<file path="src/rtl/rr_distributor_if.sv">
// Stream bundle for the round-robin distributor: one input stream, four output slots.
// Latency: none, signal grouping only.
// Backpressure: carries in_ready and the per-port out_ready back toward the producer.
interface rr_distributor_if #(
  parameter int WIDTH = 8
);
  // Producer side
  logic                  in_valid;
  logic                  in_ready;
  logic [WIDTH-1:0]      in_bits;

  // Consumer side, one bit / word per port
  logic [3:0]            out_valid;
  logic [3:0]            out_ready;
  logic [3:0][WIDTH-1:0] out_bits;

  // Port the current input offer would be steered to
  logic [1:0]            chosen;

  // Distributor side
  modport master (
    input  in_valid,
    input  in_bits,
    input  out_ready,
    output in_ready,
    output out_valid,
    output out_bits,
    output chosen
  );

  // Producer / consumer environment side
  modport slave (
    output in_valid,
    output in_bits,
    output out_ready,
    input  in_ready,
    input  out_valid,
    input  out_bits,
    input  chosen
  );
endinterface

</file>
<file path="src/rtl/rr_distributor.sv">
// Round-robin 1-to-4 stream distributor with a one-word registered slot per output.
// Latency: a word accepted on edge t is valid on its output right after edge t.
// Backpressure: in_ready drops only when every slot is full and not being drained.
module rr_distributor #(
  parameter int WIDTH = 8
) (
  input  logic             clk,
  input  logic             reset,
  rr_distributor_if.master io
);

  logic [3:0]            slot_v;
  logic [3:0][WIDTH-1:0] slot_d;
  logic [1:0]            last_ptr;

  logic [3:0]            free;
  logic [1:0]            chosen;
  logic                  found;
  logic                  fire;

  // A slot can take a word if empty, or if its current word leaves this cycle.
  always_comb begin
    free = ~slot_v | io.out_ready;
    fire = io.in_valid & (|free);
  end

  // Pick the first free port after the last grant, wrapping to the lowest free port;
  // falls back to 3 when nothing is free (in_ready is low then, so it is never used).
  always_comb begin
    chosen = 2'd3;
    found  = 1'b0;
    for (int k = 0; k < 4; k++) begin
      if (!found && (2'(k) > last_ptr) && free[k]) begin
        chosen = 2'(k);
        found  = 1'b1;
      end
    end
    for (int k = 0; k < 4; k++) begin
      if (!found && free[k]) begin
        chosen = 2'(k);
        found  = 1'b1;
      end
    end
  end

  // Slot registers: a load beats a drain, so a refilled slot stays valid across the edge.
  always_ff @(posedge clk or negedge reset) begin
    if (!reset) begin
      slot_v <= '0;
      slot_d <= '0;
    end else begin
      for (int k = 0; k < 4; k++) begin
        if (fire && (chosen == 2'(k))) begin
          slot_v[k] <= 1'b1;
          slot_d[k] <= io.in_bits;
        end else if (io.out_ready[k]) begin
          slot_v[k] <= 1'b0;
        end
      end
    end
  end

  // Last-grant pointer advances only on an accepted input word.
  always_ff @(posedge clk or negedge reset) begin
    if (!reset) begin
      last_ptr <= 2'd0;
    end else if (fire) begin
      last_ptr <= chosen;
    end
  end

  // Outputs come straight from the slot registers; only in_ready/chosen are combinational.
  always_comb begin
    io.in_ready  = |free;
    io.chosen    = chosen;
    io.out_valid = slot_v;
    io.out_bits  = slot_d;
  end

endmodule

</file>
<file path="src/flat_wrapper.sv">
// flat-port wrapper written by rule: the top's interface ports become plain ports
module rr_distributor_flat 
#(
  parameter int WIDTH = 8
)
  (clk, reset, io_in_valid, io_in_bits, io_out_ready, io_in_ready, io_out_valid, io_out_bits, io_chosen);
  rr_distributor_if #(.WIDTH(WIDTH)) io_i ();
  input  logic clk;
  input  logic reset;
  input wire logic [$bits(io_i.in_valid)-1:0] io_in_valid;
  input wire logic [$bits(io_i.in_bits)-1:0] io_in_bits;
  input wire logic [$bits(io_i.out_ready)-1:0] io_out_ready;
  output wire logic [$bits(io_i.in_ready)-1:0] io_in_ready;
  output wire logic [$bits(io_i.out_valid)-1:0] io_out_valid;
  output wire logic [$bits(io_i.out_bits)-1:0] io_out_bits;
  output wire logic [$bits(io_i.chosen)-1:0] io_chosen;
  assign io_i.in_valid = io_in_valid;
  assign io_i.in_bits = io_in_bits;
  assign io_i.out_ready = io_out_ready;
  assign io_in_ready = io_i.in_ready;
  assign io_out_valid = io_i.out_valid;
  assign io_out_bits = io_i.out_bits;
  assign io_chosen = io_i.chosen;
  rr_distributor #(.WIDTH(WIDTH)) u_core (.clk(clk), .reset(reset), .io(io_i));
endmodule
</file>
<file path="config.mk">
export PLATFORM = sky130hd
export DESIGN_NAME = rr_distributor_flat
export DESIGN_NICKNAME = d
export VERILOG_FILES = /design/src/rtl/rr_distributor_if.sv /design/src/rtl/rr_distributor.sv /design/src/flat_wrapper.sv
export SDC_FILE = /design/constraint.sdc
export NUM_CORES = 1
export LEC_CHECK = 0
export CORE_MARGIN = 2
export CORE_UTILIZATION = 47
export CTS_BUF_LIST = sky130_fd_sc_hd__clkbuf_4 sky130_fd_sc_hd__clkbuf_8
export CTS_CLUSTER_SIZE = 20
export DETAILED_ROUTE_END_ITERATION = 16
export PLACE_DENSITY_LB_ADDON = 0.3
export SYNTH_ARGS = -nofsm -noshare
export SYNTH_HDL_FRONTEND = slang
export SYNTH_SLANG_ARGS = --single-unit
</file>
<file path="constraint.sdc">
create_clock -name clk -period 1.8 [get_ports clk]
set_input_delay 0.45 -clock clk [delete_from_list [all_inputs] [get_ports clk]]
set_output_delay 0.45 -clock clk [all_outputs]
set_load 0.02 [all_outputs]
</file>
==> Yosys cells after proc, flatten, opt, wreduce, memory -nomap -nowiden <==
Cells that the tools add are included.
{ "word_totals": {"rom_bits": 0, "register_bits": 38, "word_cells": 70, "in_bits": 15, "ramBits": 0, "latchBits": 0, "n_memories": 0} }
{ "classes": {"n_shift": 0, "n_reduce_logical": 28, "n_lt_le_gt_ge": 4, "n_mux": 23, "div_mod_pow": 0, "mul": 0, "n_addsub": 0, "n_bitwise": 3, "eq_ne": 3} }
{ "ops": {"columns": ["op", "count"], "rows": [
  ["2-bit 2-to-1 mux", 8],
  ["1-bit logical AND", 15],
  ["1-bit 2-to-1 mux", 15],
  ["2-bit nonzero test", 4],
  ["1-bit logical NOT", 7],
  ["2-bit equality test, second input constant", 2],
  ["1-bit by 2-bit > comparator with 1-bit output, first input constant", 2],
  ["2-bit > comparator, first input constant", 2],
  ["4-bit NOT", 1],
  ["4-bit OR", 1],
  ["4-bit OR reduction", 1],
  ["2-bit by 1-bit equality test with 1-bit output, second input constant", 1],
  ["2-bit logical NOT", 1],
  ["1-bit AND", 1]
]} }

==> Logic depth before layout (Yosys ltp) <==
Gate-level depths: netlist of run 1.
{ "logic_depth": {"word_depth": 31, "depth_mapped": 6} }

==> Worst setup path before layout of run 1 <==
OpenSTA, ideal clock, no wires.
{ "synth_path": {"path_type": "reg-to-reg", "startpoint": "register u_core.slot_v[0], in the netlist u_core.io.out_valid[0]", "endpoint": "register u_core.slot_d (netlist bit u_core.io.out_bits[0])", "setup_ns": 0.125, "period_less_slack_ns": 1.757, "arrival_ns": 1.632, "slack_ns": 0.043, "stages_incl_launch_ff": 7, "path_cell_list": "dfrtp_1 or2b_2 o22ai_1 a22oi_2 nand4bb_1 buf_6 mux2_4"} }
{ "synth_via": {"elab_chain_len": 30} }
{ "synth_lines": {"columns": ["element", "line", "source"], "rows": [
  ["start: declaration", "rr_distributor.sv:12", "logic [3:0] slot_v;"],
  ["start signal: assignment", "rr_distributor.sv:49", "slot_v <= '0;"],
  ["start signal: indexed assignment", "rr_distributor.sv:54", "slot_v[k] <= 1'b1;"],
  ["start signal: indexed assignment", "rr_distributor.sv:57", "slot_v[k] <= 1'b0;"],
  ["4-bit NOT *", "rr_distributor.sv:23", "free = ~slot_v | io.out_ready;"],
  ["4-bit OR *", "rr_distributor.sv:23", null],
  ["1-bit logical AND", "rr_distributor.sv:33", "if (!found && (2'(k) > last_ptr) && free[k]) begin"],
  ["1-bit 2-to-1 mux", "rr_distributor.sv:33", null],
  ["1-bit logical NOT", "rr_distributor.sv:33", null],
  ["1-bit logical AND (2 in series)", "rr_distributor.sv:33", null],
  ["1-bit 2-to-1 mux", "rr_distributor.sv:33", null],
  ["1-bit logical NOT", "rr_distributor.sv:33", null],
  ["[13 not listed]", null, null],
  ["1-bit logical NOT", "rr_distributor.sv:39", "if (!found && free[k]) begin"],
  ["1-bit logical AND", "rr_distributor.sv:39", null],
  ["1-bit 2-to-1 mux", "rr_distributor.sv:39", null],
  ["1-bit logical NOT", "rr_distributor.sv:39", null],
  ["1-bit logical AND", "rr_distributor.sv:39", null],
  ["2-bit 2-to-1 mux", "rr_distributor.sv:39", null],
  ["2-bit logical NOT", "rr_distributor.sv:53", "if (fire && (chosen == 2'(k))) begin"],
  ["1-bit logical AND *", "rr_distributor.sv:53", null],
  ["end signal: indexed assignment", "rr_distributor.sv:55", "slot_d[k] <= io.in_bits;"],
  ["end: declaration", "rr_distributor.sv:13", "logic [3:0][WIDTH-1:0] slot_d;"]
]} }
Every way passes the cells marked *; elsewhere a longest branch is shown, timed or not.
A chain may end at the register's enable or synchronous reset.

==> Worst setup path after layout of run 1 <==
{ "layout_path": {"startpoint": "register u_core.slot_v[2], in the netlist u_core.io.out_valid[2]", "endpoint": "output port io_chosen[0]"} }
{ "layout_via": {"elab_chain_len": 20} }
{ "layout_lines": {"columns": ["element", "line", "source"], "rows": [
  ["4-bit NOT *", "rr_distributor.sv:23", null],
  ["4-bit OR *", "rr_distributor.sv:23", null],
  ["1-bit logical AND", "rr_distributor.sv:33", null],
  ["1-bit 2-to-1 mux", "rr_distributor.sv:33", null],
  ["1-bit logical NOT", "rr_distributor.sv:33", null],
  ["1-bit logical AND (2 in series)", "rr_distributor.sv:33", null],
  ["1-bit 2-to-1 mux", "rr_distributor.sv:33", null],
  ["1-bit logical NOT", "rr_distributor.sv:39", null],
  ["[3 not listed]", null, null],
  ["1-bit logical AND", "rr_distributor.sv:39", null],
  ["1-bit 2-to-1 mux", "rr_distributor.sv:39", null],
  ["1-bit logical NOT", "rr_distributor.sv:39", null],
  ["1-bit logical AND", "rr_distributor.sv:39", null],
  ["1-bit 2-to-1 mux", "rr_distributor.sv:39", null],
  ["1-bit logical NOT", "rr_distributor.sv:39", null],
  ["1-bit logical AND", "rr_distributor.sv:39", null],
  ["2-bit 2-to-1 mux *", "rr_distributor.sv:39", null],
  ["end: declaration", "flat_wrapper.sv:16", "output wire logic [$bits(io_i.chosen)-1:0] io_chosen;"]
]} }
Marks and branches as above.

==> flow_summary.yaml, run 1 <==
run_status:
  status: "finished with violations"
  violations: "negative setup slack"
floorplanning:
  fp.coreArea_um2: 3360
  die_y_um: 63.3
  rows: 21
  initial_core_util_pct: 49.1
  io_pins: 54
  die_x_um: 63.3
  die-area_um2: 4010
synthesis:
  synth_top_family_by_area: "multiplexers"
  ys_top_cells_by_area: "dfrtp_1 (58%), mux2_2 (17%), mux2_4 (7.3%), nor2b_4 (1.7%), nand2_1 (1.6%)"
  syn_nets: 121
  seq_area_frac_synth_pct: 57.5
  synth-simple-area-share_pct: 11.4
  ys_types: 26
  yosys.area.top_type: "dfrtp_1"
  ys_ff_latch: 38
  yosys.area_share.adder_pct: 0
  yosysWarningCount: 0
  synth_compound_area_share_pct: 5.60
  synth_area_um2: 1650
  synth-xor-area-share_pct: 0
  avgSynthCellArea_um2: 15.6
  synth_top_area_share_pct: 57.5
  synth_mux_area_share_pct: 24.3
  syn_inst: 106
timing:
  fin_setup_tns_ns: -2.44
  slew_violations: 0
  finalHoldViolCount: 0
  worst_pin_slew_ns: 0.448
  rsz0062_at_grt: "true"
  fin_crit_ns: 2.02
  maxSlewHeadroom_pct: 70.1
  setup_viol: 35
  min_period_over_period_pct: 112
  fmax_mhz: 494
  layout_setup_ws_ns: -0.222
  finClkSkew_ns: 0.0207
worst_setup_path:
  worstSetupPathType: "flip-flop to primary output"
  reg2reg_slack_ns: -0.11
  crit_end: "io_chosen[0]"
  crit_fanout: 2
  crit_path_max_incr_delay_ns: 0.41
  reg2reg_to: "u_core.io.out_bits[8]"
  reg2regPathDepth: 8
  slowest_stage: "dfrtp_1"
  path_common_cell: "buf_6"
  r2r-start: "u_core.io.out_valid[3]"
  required_ns: 1.35
  crit_path_start: "u_core.io.out_valid[2]"
  crit_chain: "buf_6 -> and2b_2 -> a22oi_2 -> nand2_2 -> buf_6"
  cp-start-kind: "flip-flop"
  endpoint_kind: "primary output"
  arrival_ns: 1.57
layout:
  multi_input_comb_area_um2: 857
  n_antenna_cell: 0
  regArea_um2: 952
  drive_above_1_share_pct: 54.2
  mostFrequentLayoutCells: "dfrtp_1 (37), dlymetal6s2s_1 (31), buf_4 (22)"
  fillers: 175
  nets: 215
  synthToLayoutAreaGrowth_pct: 72.3
  final_common_cell: "dfrtp_1"
  stdcell_count: 247
global_route:
  grt_pass1_wl_um: 7190
  grt_usage_pct: 24.1
  grt_max_degree: 21
  antenna_found_initial: 0
  grt_pass1_vias: 1384
  overflow: 0
routing:
  routed_via_density: 5.34
  vias: 1320
  drtIter0Drc: 62
  drt_wl_total_um: 5160
  drc: 0
  drt_pre_antenna_iters: 4
  drtAntennaViolNets: 0
  avgRoutedWirePerCell_um: 20.9
place:
  port_buffers: 53
  hpwl_um: 2670
  gp_congestion: 0.904
  place_inst: 224
clocking:
  path_clk_slew_ns: 0.13
  cts_buffers: 5
  clockBufferDepth: 2
  clk-insertion-delay-late_ns: 0.35
  htreeDepth: 2
  root_buffer: "clkbuf_4"
  cts.sink_count: 38
  cts_tree: "done"
power:
  power.leakage_nw: 1.59
  ir_drop_mv: 1.10
  power.density_nw_per_um2: 1900
hold_path:
  min_path_type: "input port to asynchronous set/reset pin"
flow_run:
  cap_violations: 0
final cells by class:
| cell class | count | share of cell area (%) |
|---|---|---|
| Clock buffer | 6 | 1.80 |
| Clock inverter | 2 | 0.439 |
| Multi-Input combinational cell | 67 | 30.1 |
| Sequential cell | 38 | 33.4 |
| Tap cell | 46 | 2.02 |
| Timing Repair Buffer | 88 | 32.2 |
worst min path at each step:
stage                     start                endpoint
final                     reset      u_core.last_ptr[0]
after global routing      reset      u_core.last_ptr[0]
after CTS                 reset  u_core.io.out_valid[1]
after detailed placement  reset  u_core.io.out_valid[1]
after global placement    reset  u_core.io.out_valid[1]
after floorplan           reset   u_core.io.out_bits[0]
kinds of logic (layout without fill, tap and decap cells):
| kind of cell | after synthesis | after routing |
|---|---|---|
| AO/OA/AOI/OAI | 9 | 10 |
| flip-flops | 38 | 38 |
| buffers and inverters | 2 | 96 |
| multiplexers | 33 | 33 |
| AND/OR/NAND/NOR | 24 | 24 |
synthesized netlist by cell type:
cell type,n
o21ai_0,1
buf_4,1
nand2_2,1
mux2_4,8
or2b_2,1
mux2_2,25
nand4_2,1
or2_2,2
and4bb_1,2
nor2b_4,2
nor2_4,1
o221ai_2,1
buf_6,1
and2b_1,1
a211oi_4,1
and2_1,1
nand2b_1,1
a22oi_2,1
nand4bb_1,2
or3_4,1
nand2_1,7
nor3_1,1
o22ai_1,1
dfrtp_1,38
a211oi_1,1
o21ai_2,3
worst max-delay path, delay by kind of cell, from the launching register on:
kind	cells	cell delay, ns
buffers and inverters	2	0.26
flip-flops	1	0.41
AO/OA/AOI/OAI	1	0.26
AND/OR/NAND/NOR	2	0.30
registers in the layout (all words and copies together), names as in the netlist:
name,cells
u_core.io.out_bits,32
u_core.io.out_valid,4
u_core.last_ptr,2
where the power goes:
| group | internal (W) | switching [W] | leakage, nW |
|---|---|---|---|
| clock | 0.000188 | 0.000293 | 0.0343 |
| combinational | 0.00183 | 0.00154 | 1.10 |
| sequential | 0.00129 | 0.000263 | 0.456 |
| total | 0.00331 | 0.00210 | 1.59 |
per-layer routing:
layer	GRT usage, %	up-vias	share of wire, %
met1	29.2	680	39
met5	0	-	0
met4	7.88	0	2.8
li1	-	564	-
met2	42.0	62	52
met3	6.07	14	5.9
through the flow:
step	hold WS, ns	power, W	utilization (%)	worst slack, ns	cell area (µm²)
2_1_floorplan	0.154	0.00301	-	0.0431	1650
3_3_place_gp	0.415	0.00431	71.0	-0.769	2390
3_5_place_dp	0.421	0.00438	71.0	-0.799	2390
4_1_cts	0.0360	0.00512	78.4	-0.168	2640
5_1_grt	0.0303	0.00564	84.7	-0.281	2850
6_report	0.0218	0.00541	84.7	-0.222	2850
timing repair:
action	4_1_cts	5_1_grt
hold buffers	0	0
endpoints found under the setup margin	42	63
resized for setup	53	57
buffers inserted	9	9
pin swaps	14	10
cloned	1	0
Power figures use the tool's default switching activity.
==> run 2: changes to the inputs <==
ABC_CLOCK_PERIOD_IN_PS = 1800   (was default)
CELL_PAD_IN_SITES_DETAIL_PLACEMENT = 1   (was default)
CELL_PAD_IN_SITES_GLOBAL_PLACEMENT = 1   (was default)
CORE_UTILIZATION = 38   (was 47)
==> run 2 against run 1 <==
Effect of this change: the run still ends with negative setup slack left; combinational power down 4%; die area up 22%; sequential power about the same; sequential cell count unchanged; clock-buffer cell count down 1; wire length down 5.9%; critical path type unchanged; critical endpoint is now io_chosen[1]; largest cell class unchanged; largest power group unchanged; highest routed layer unchanged.
==> flow_summary.yaml, run 2 (synthesis results as in run 1) <==
run_status:
  status: "finished with violations"
  violations: "negative setup slack"
worst_setup_path:
  arrival_ns: 1.45
  crit_fanout: 3
  required_ns: 1.35
  slowest_stage: "dfrtp_1"
  crit_chain: "nor2b_4 -> or3_4 -> and2_4 -> buf_6"
  crit_path_max_incr_delay_ns: 0.39
  cp-start-kind: "flip-flop"
  path_delay_family: "simple AND/OR/NAND/NOR gates"
  critPathBufInv: 1
  worstSetupPathType: "flip-flop to primary output"
  endpoint_kind: "primary output"
routing:
  drtIter0Drc: 12
  drc: 0
  drtAntennaViolNets: 0
  drt_wl_total_um: 4860
  drt_pre_antenna_iters: 3
  avgRoutedWirePerCell_um: 19.7
  routed_via_density: 5.00
  vias: 1236
place:
  hpwl_um: 3280
  place_inst: 232
  gp_congestion: 0.815
  place_ws_ns: -0.835
  dpl_cell_area_um2: 2420
  port_buffers: 53
timing:
  fin_crit_ns: 1.90
  maxSlewHeadroom_pct: 67.6
  layout_setup_ws_ns: -0.0981
  fmax_mhz: 527
  slew_violations: 0
  finalHoldViolCount: 0
  setup_viol: 28
  finClkSkew_ns: 0.00364
  min_period_over_period_pct: 105
  rsz0062_at_grt: "true"
  worst_pin_slew_ns: 0.486
  fin_setup_tns_ns: -0.484
global_route:
  grt_pass1_vias: 1446
  grt_util_met2_pct: 37.8
  overflow: 0
  grt_pass1_wl_um: 7940
  gr-usage-met1_pct: 25.0
  grt_max_degree: 22
  grt_usage_pct: 21.7
  busiest_layer: "met2"
  antenna_found_initial: 0
  use_met3_pct: 5.92
clocking:
  htreeDepth: 2
  clockBufferDepth: 2
  postCtsHoldBufs: 0
  cts_buffers: 5
  cts_tree: "done"
  root_buffer: "clkbuf_8"
  path_clk_slew_ns: 0.07
  cts.sink_count: 38
  clk-insertion-delay-late_ns: 0.29
layout:
  n_antenna_cell: 0
  mostFrequentLayoutCells: "clkdlybuf4s50_1 (41), dfrtp_1 (38), buf_4 (25)"
  finish.instance_area_um2: 2680
  largest_reg_flops: 32
  final_common_cell: "clkdlybuf4s50_1"
  stdcell_count: 247
  drive_above_1_share_pct: 51.3
  fillers: 396
  synthToLayoutAreaGrowth_pct: 62.2
  nets: 212
power:
  power.density_nw_per_um2: 1990
  total_power_w: 0.00535
  ir_drop_mv: 1.25
  power.leakage_nw: 1.23
hold_path:
  min_path_type: "input port to asynchronous set/reset pin"
floorplanning:
  die_y_um: 70.0
  initial_core_util_pct: 40.4
  io_pins: 54
  die_x_um: 70.0
  rows: 23
  die-area_um2: 4890
  fp.coreArea_um2: 4090
flow_run:
  cap_violations: 0
==> run 2: layout make-up <==
| type | instances | area (µm²) | area share, % |
|---|---|---|---|
| timing repair buffer | 86 | 817 | 30.5 |
| clock buffer | 5 | 68.8 | 2.57 |
| multi-input combinational | 66 | 772 | 28.8 |
| clock inverter | 2 | 10.0 | 0.373 |
| sequential | 38 | 951 | 35.5 |
| tap | 50 | 62.6 | 2.33 |
==> run 2: per-layer routing <==
layer | part of all wire, % | routed length (µm)
met5 | 0 | 0
met4 | 4.0 | 193
met3 | 4.4 | 215
met2 | 53 | 2580
met1 | 38 | 1870
==> run 2: report_power, final <==
group / internal [W] / switching (W) / total [W]
sequential: 0.00129 / 0.000265 / 0.00156
combinational: 0.00182 / 0.00143 / 0.00325
clock: 0.000260 / 0.000285 / 0.000545
==> run 2: per-stage QoR <==
stage	hold WS, ns	util (%)
2_1_floorplan	0.154	-
3_3_place_gp	0.422	59.3
3_5_place_dp	0.430	59.3
4_1_cts	0.118	64.9
5_1_grt	0.134	65.6
6_report	0.110	65.6
==> run 2: what timing repair did <==
item	4_1_cts	5_1_grt
gates resized for setup	49	7
setup endpoints to repair	41	37
pin swaps	11	1
buffers inserted	6	2
==> run 2: final timing paths <==
check	from	endpoint	slack, ns	depth (start not counted)
hold reg to reg	u_core.io.out_bits[17]	u_core.io.out_bits[17]	0.51	1
setup / recovery	u_core.io.out_valid[1]	io_chosen[1]	-0.1	4
min in group clk	u_core.io.out_bits[17]	u_core.io.out_bits[17]	0.51	1
setup reg to reg	u_core.io.out_valid[3]	u_core.io.out_bits[24]	-0.03	7
hold / removal	reset	u_core.io.out_bits[31]	0.11	1
max in group asynchronous	reset	u_core.io.out_bits[14]	1.23	2
==> patch: new RTL, config.mk and constraints of run 1 <==
`WIDTH` is set to 8 in 3 places; all go to 6.
--- a/src/rtl/rr_distributor_if.sv
+++ b/src/rtl/rr_distributor_if.sv
@@ -4,3 +4,3 @@
 interface rr_distributor_if #(
-  parameter int WIDTH = 8
+  parameter int WIDTH = 6
 );
--- a/src/rtl/rr_distributor.sv
+++ b/src/rtl/rr_distributor.sv
@@ -4,3 +4,3 @@
 module rr_distributor #(
-  parameter int WIDTH = 8
+  parameter int WIDTH = 6
 ) (
--- a/src/flat_wrapper.sv
+++ b/src/flat_wrapper.sv
@@ -3,3 +3,3 @@
 #(
-  parameter int WIDTH = 8
+  parameter int WIDTH = 6
 )
Ports: changed (resized io_in_bits and io_out_bits); port bits go from 54 to 44. No check against the original RTL was run, so the function may have changed too.
==> patch against run 1 <==
Via count shrank 6.5%. The run still ends with setup timing left. Critical endpoint is now io_chosen[1]. Die area is 15% lower. Total power down 14%. Clock skew is 15 ps lower. Highest routed layer unchanged. Area after synthesis decreased by 16%. Wire length shrank 22%. Largest cell class is now multi-input combinational cells. Sequential power is 17% lower. Sequential cell count fell by 8. Core utilization fell by 1.1 points. Sequential share of layout area decreased by 0.93 points. Design area down 18%. Worst setup slack better by 50 ps.
==> patch: results (changes against run 1) <==
The flow ran to the end, but the final reports show violations. Violated checks: setup timing (unchanged). The tools report the global-route total usage across every layer as 0.243 (was 0.241). The via count of the first global-routing pass is 1281 (was 1384), and the multiplexer share of the synthesized area is 0.154 (was 0.243). For the net count reported at finish, the log shows 204 (was 215). The critical-path cell with the highest stage delay was sky130_fd_sc_hd__dfrtp_2 (was sky130_fd_sc_hd__dfrtp_1).

The run gives 31 (was 21) as the maximum number of pins on one net before global-route repair. The tools report the combinational share of power as 0.638 (was 0.624). The tools report the capture instance of the worst register-to-register path as u_core.io.out_bits[22]$_DFFE_PN0P_ (was u_core.io.out_bits[8]$_DFFE_PN0P_).

The sum of internal, switching and leakage power was 4.67 mW (was 5.41 mW). The clock transition at the register clock pins on the worst setup and hold paths after CTS is 90 ps (was 130 ps). The fill cell instance count of the final layout is 160 (was 175). The port buffer count came out at 43 (was 53). Path category of the worst min-delay check: input pin to flop (was input pin to asynchronous set/reset pin). The highest ir drop seen on vdd was 0.00179 V (was 0.00110 V).

The share of post-route cells with drive strength above 1 is 0.445 (was 0.542), and the worst slack after detailed placement is -870 ps (was -799 ps). For the global-route met3 utilization, the log shows 0.0703 (was 0.0607). The relative slew slack was 0.746 (was 0.701). The overall routed net length is 4040 microns (was 5160 microns), and the clock latency of the later-clocked register in the worst-skew pair is 320 ps (was 350 ps). The maximum fanout encountered on the critical timing path works out to 4 (was 2).

The global routing usage on met2 is 0.416 (was 0.420), and the final-report setup violation count is 19 (was 35). The via total after detailed routing was 1234 (was 1320). The delay contributed by the slowest stage of the critical path was 450 ps (was 410 ps); the worst-case clock skew was 6.08 ps (was 20.7 ps). The average cell area after synthesis was 12.2 sq um (was 15.6 sq um).

For the met1 demand-to-capacity share in global routing, the log shows 0.291 (was 0.292). For the register-to-register setup slack, the log shows -170 ps (was -110 ps). Worst reg2reg path startpoint: u_core.io.out_valid[3]$_DFFE_PN0P_ (unchanged). Synth top area cells: sky130_fd_sc_hd__dfrtp_1, sky130_fd_sc_hd__mux2_2, sky130_fd_sc_hd__o211ai_1 (was sky130_fd_sc_hd__dfrtp_1, sky130_fd_sc_hd__mux2_2, sky130_fd_sc_hd__mux2_4). The number of flip-flops in the largest register was 24 (was 32). Cell types with the highest counts after synthesis: sky130_fd_sc_hd__dfrtp_1, sky130_fd_sc_hd__mux2_2, sky130_fd_sc_hd__nand2_1 (was sky130_fd_sc_hd__dfrtp_1, sky130_fd_sc_hd__mux2_2, sky130_fd_sc_hd__mux2_4). The wire length of the first global-routing pass is 6110 microns (was 7190 microns), and the count of placed standard cells including taps is 209 (was 224). The run gives -173 ps (was -222 ps) as the final worst setup slack. The number of cells in the finished layout apart from fillers was 222 (was 247); the routability congestion estimate was 0.865 (was 0.904). For the switching power, the log shows 1.86 mW (was 2.10 mW). The logs give 41 (was 62) for the detailed router's first-iteration violation count and 1520 ps (was 1570 ps) for the data arrival time of the critical path. The logs give 1.08 nW (was 1.59 nW) for the static power due to leakage and 28 (was 26) for the unique cell type count in the Yosys netlist.
[patch: cell count changes in the layout (fill, tap and decap cells not counted), sizes merged, moves of 7 or more]
cell and delta:
clkdlybuf4s50 +17, nand2 +10, o211ai +13, buf -7
dfrtp -8, mux2 -14, dlymetal6s2s -26
[patch: what timing repair did]
action,in CTS,in global routing
endpoints found under the setup margin,36,34
gates resized for setup,58,14
hold buffers,0,0
buffers inserted,2,5
pin swaps,8,6
[patch: how the worst max path moves through the flow]
stage	slack [ps]	endpoint
2_1_floorplan	-310	u_core.io.out_bits[12]$_DFFE_PN0P_
3_3_place_gp	-820	io_chosen[1]
3_5_place_dp	-870	io_chosen[1]
4_1_cts	-200	io_chosen[1]
5_1_grt	-230	u_core.io.out_bits[22]$_DFFE_PN0P_
6_report	-170	io_chosen[1]
[patch: metal layers]
layer	vias to the layer above	routed length, microns
met2	35	2120
met1	620	1720
met5	-	0
met3	2	176
li1	577	-
met4	0	21
[patch: critical path: cells and delay by family, from the launching register on]
| family | cells | cell delay [ps] |
|---|---|---|
| AOI/OAI and AO/OA | 2 | 350 |
| buffers and inverters | 1 | 130 |
| DFF | 1 | 450 |
| and+or+nand+nor | 1 | 270 |
[patch: per-stage QoR]
step	area, sq um	hold WS (ps)
floorplan	1420	154
finish	2320	475
CTS	2230	460
global placement	2050	489
global route	2320	469
detailed placement	2050	495
[patch: layout make-up]
type | instances | share of cell area
tap | 31 | 0.0167
inverter | 3 | 0.00484
timing repair buffer | 72 | 0.291
multi-input combinational | 79 | 0.337
clock buffer | 7 | 0.0253
sequential | 30 | 0.325
[patch: logic make-up after synthesis]
kind of cell | after synthesis
flops | 30
compound gates | 30
mux | 19
buf+inv | 5
simple gates | 30
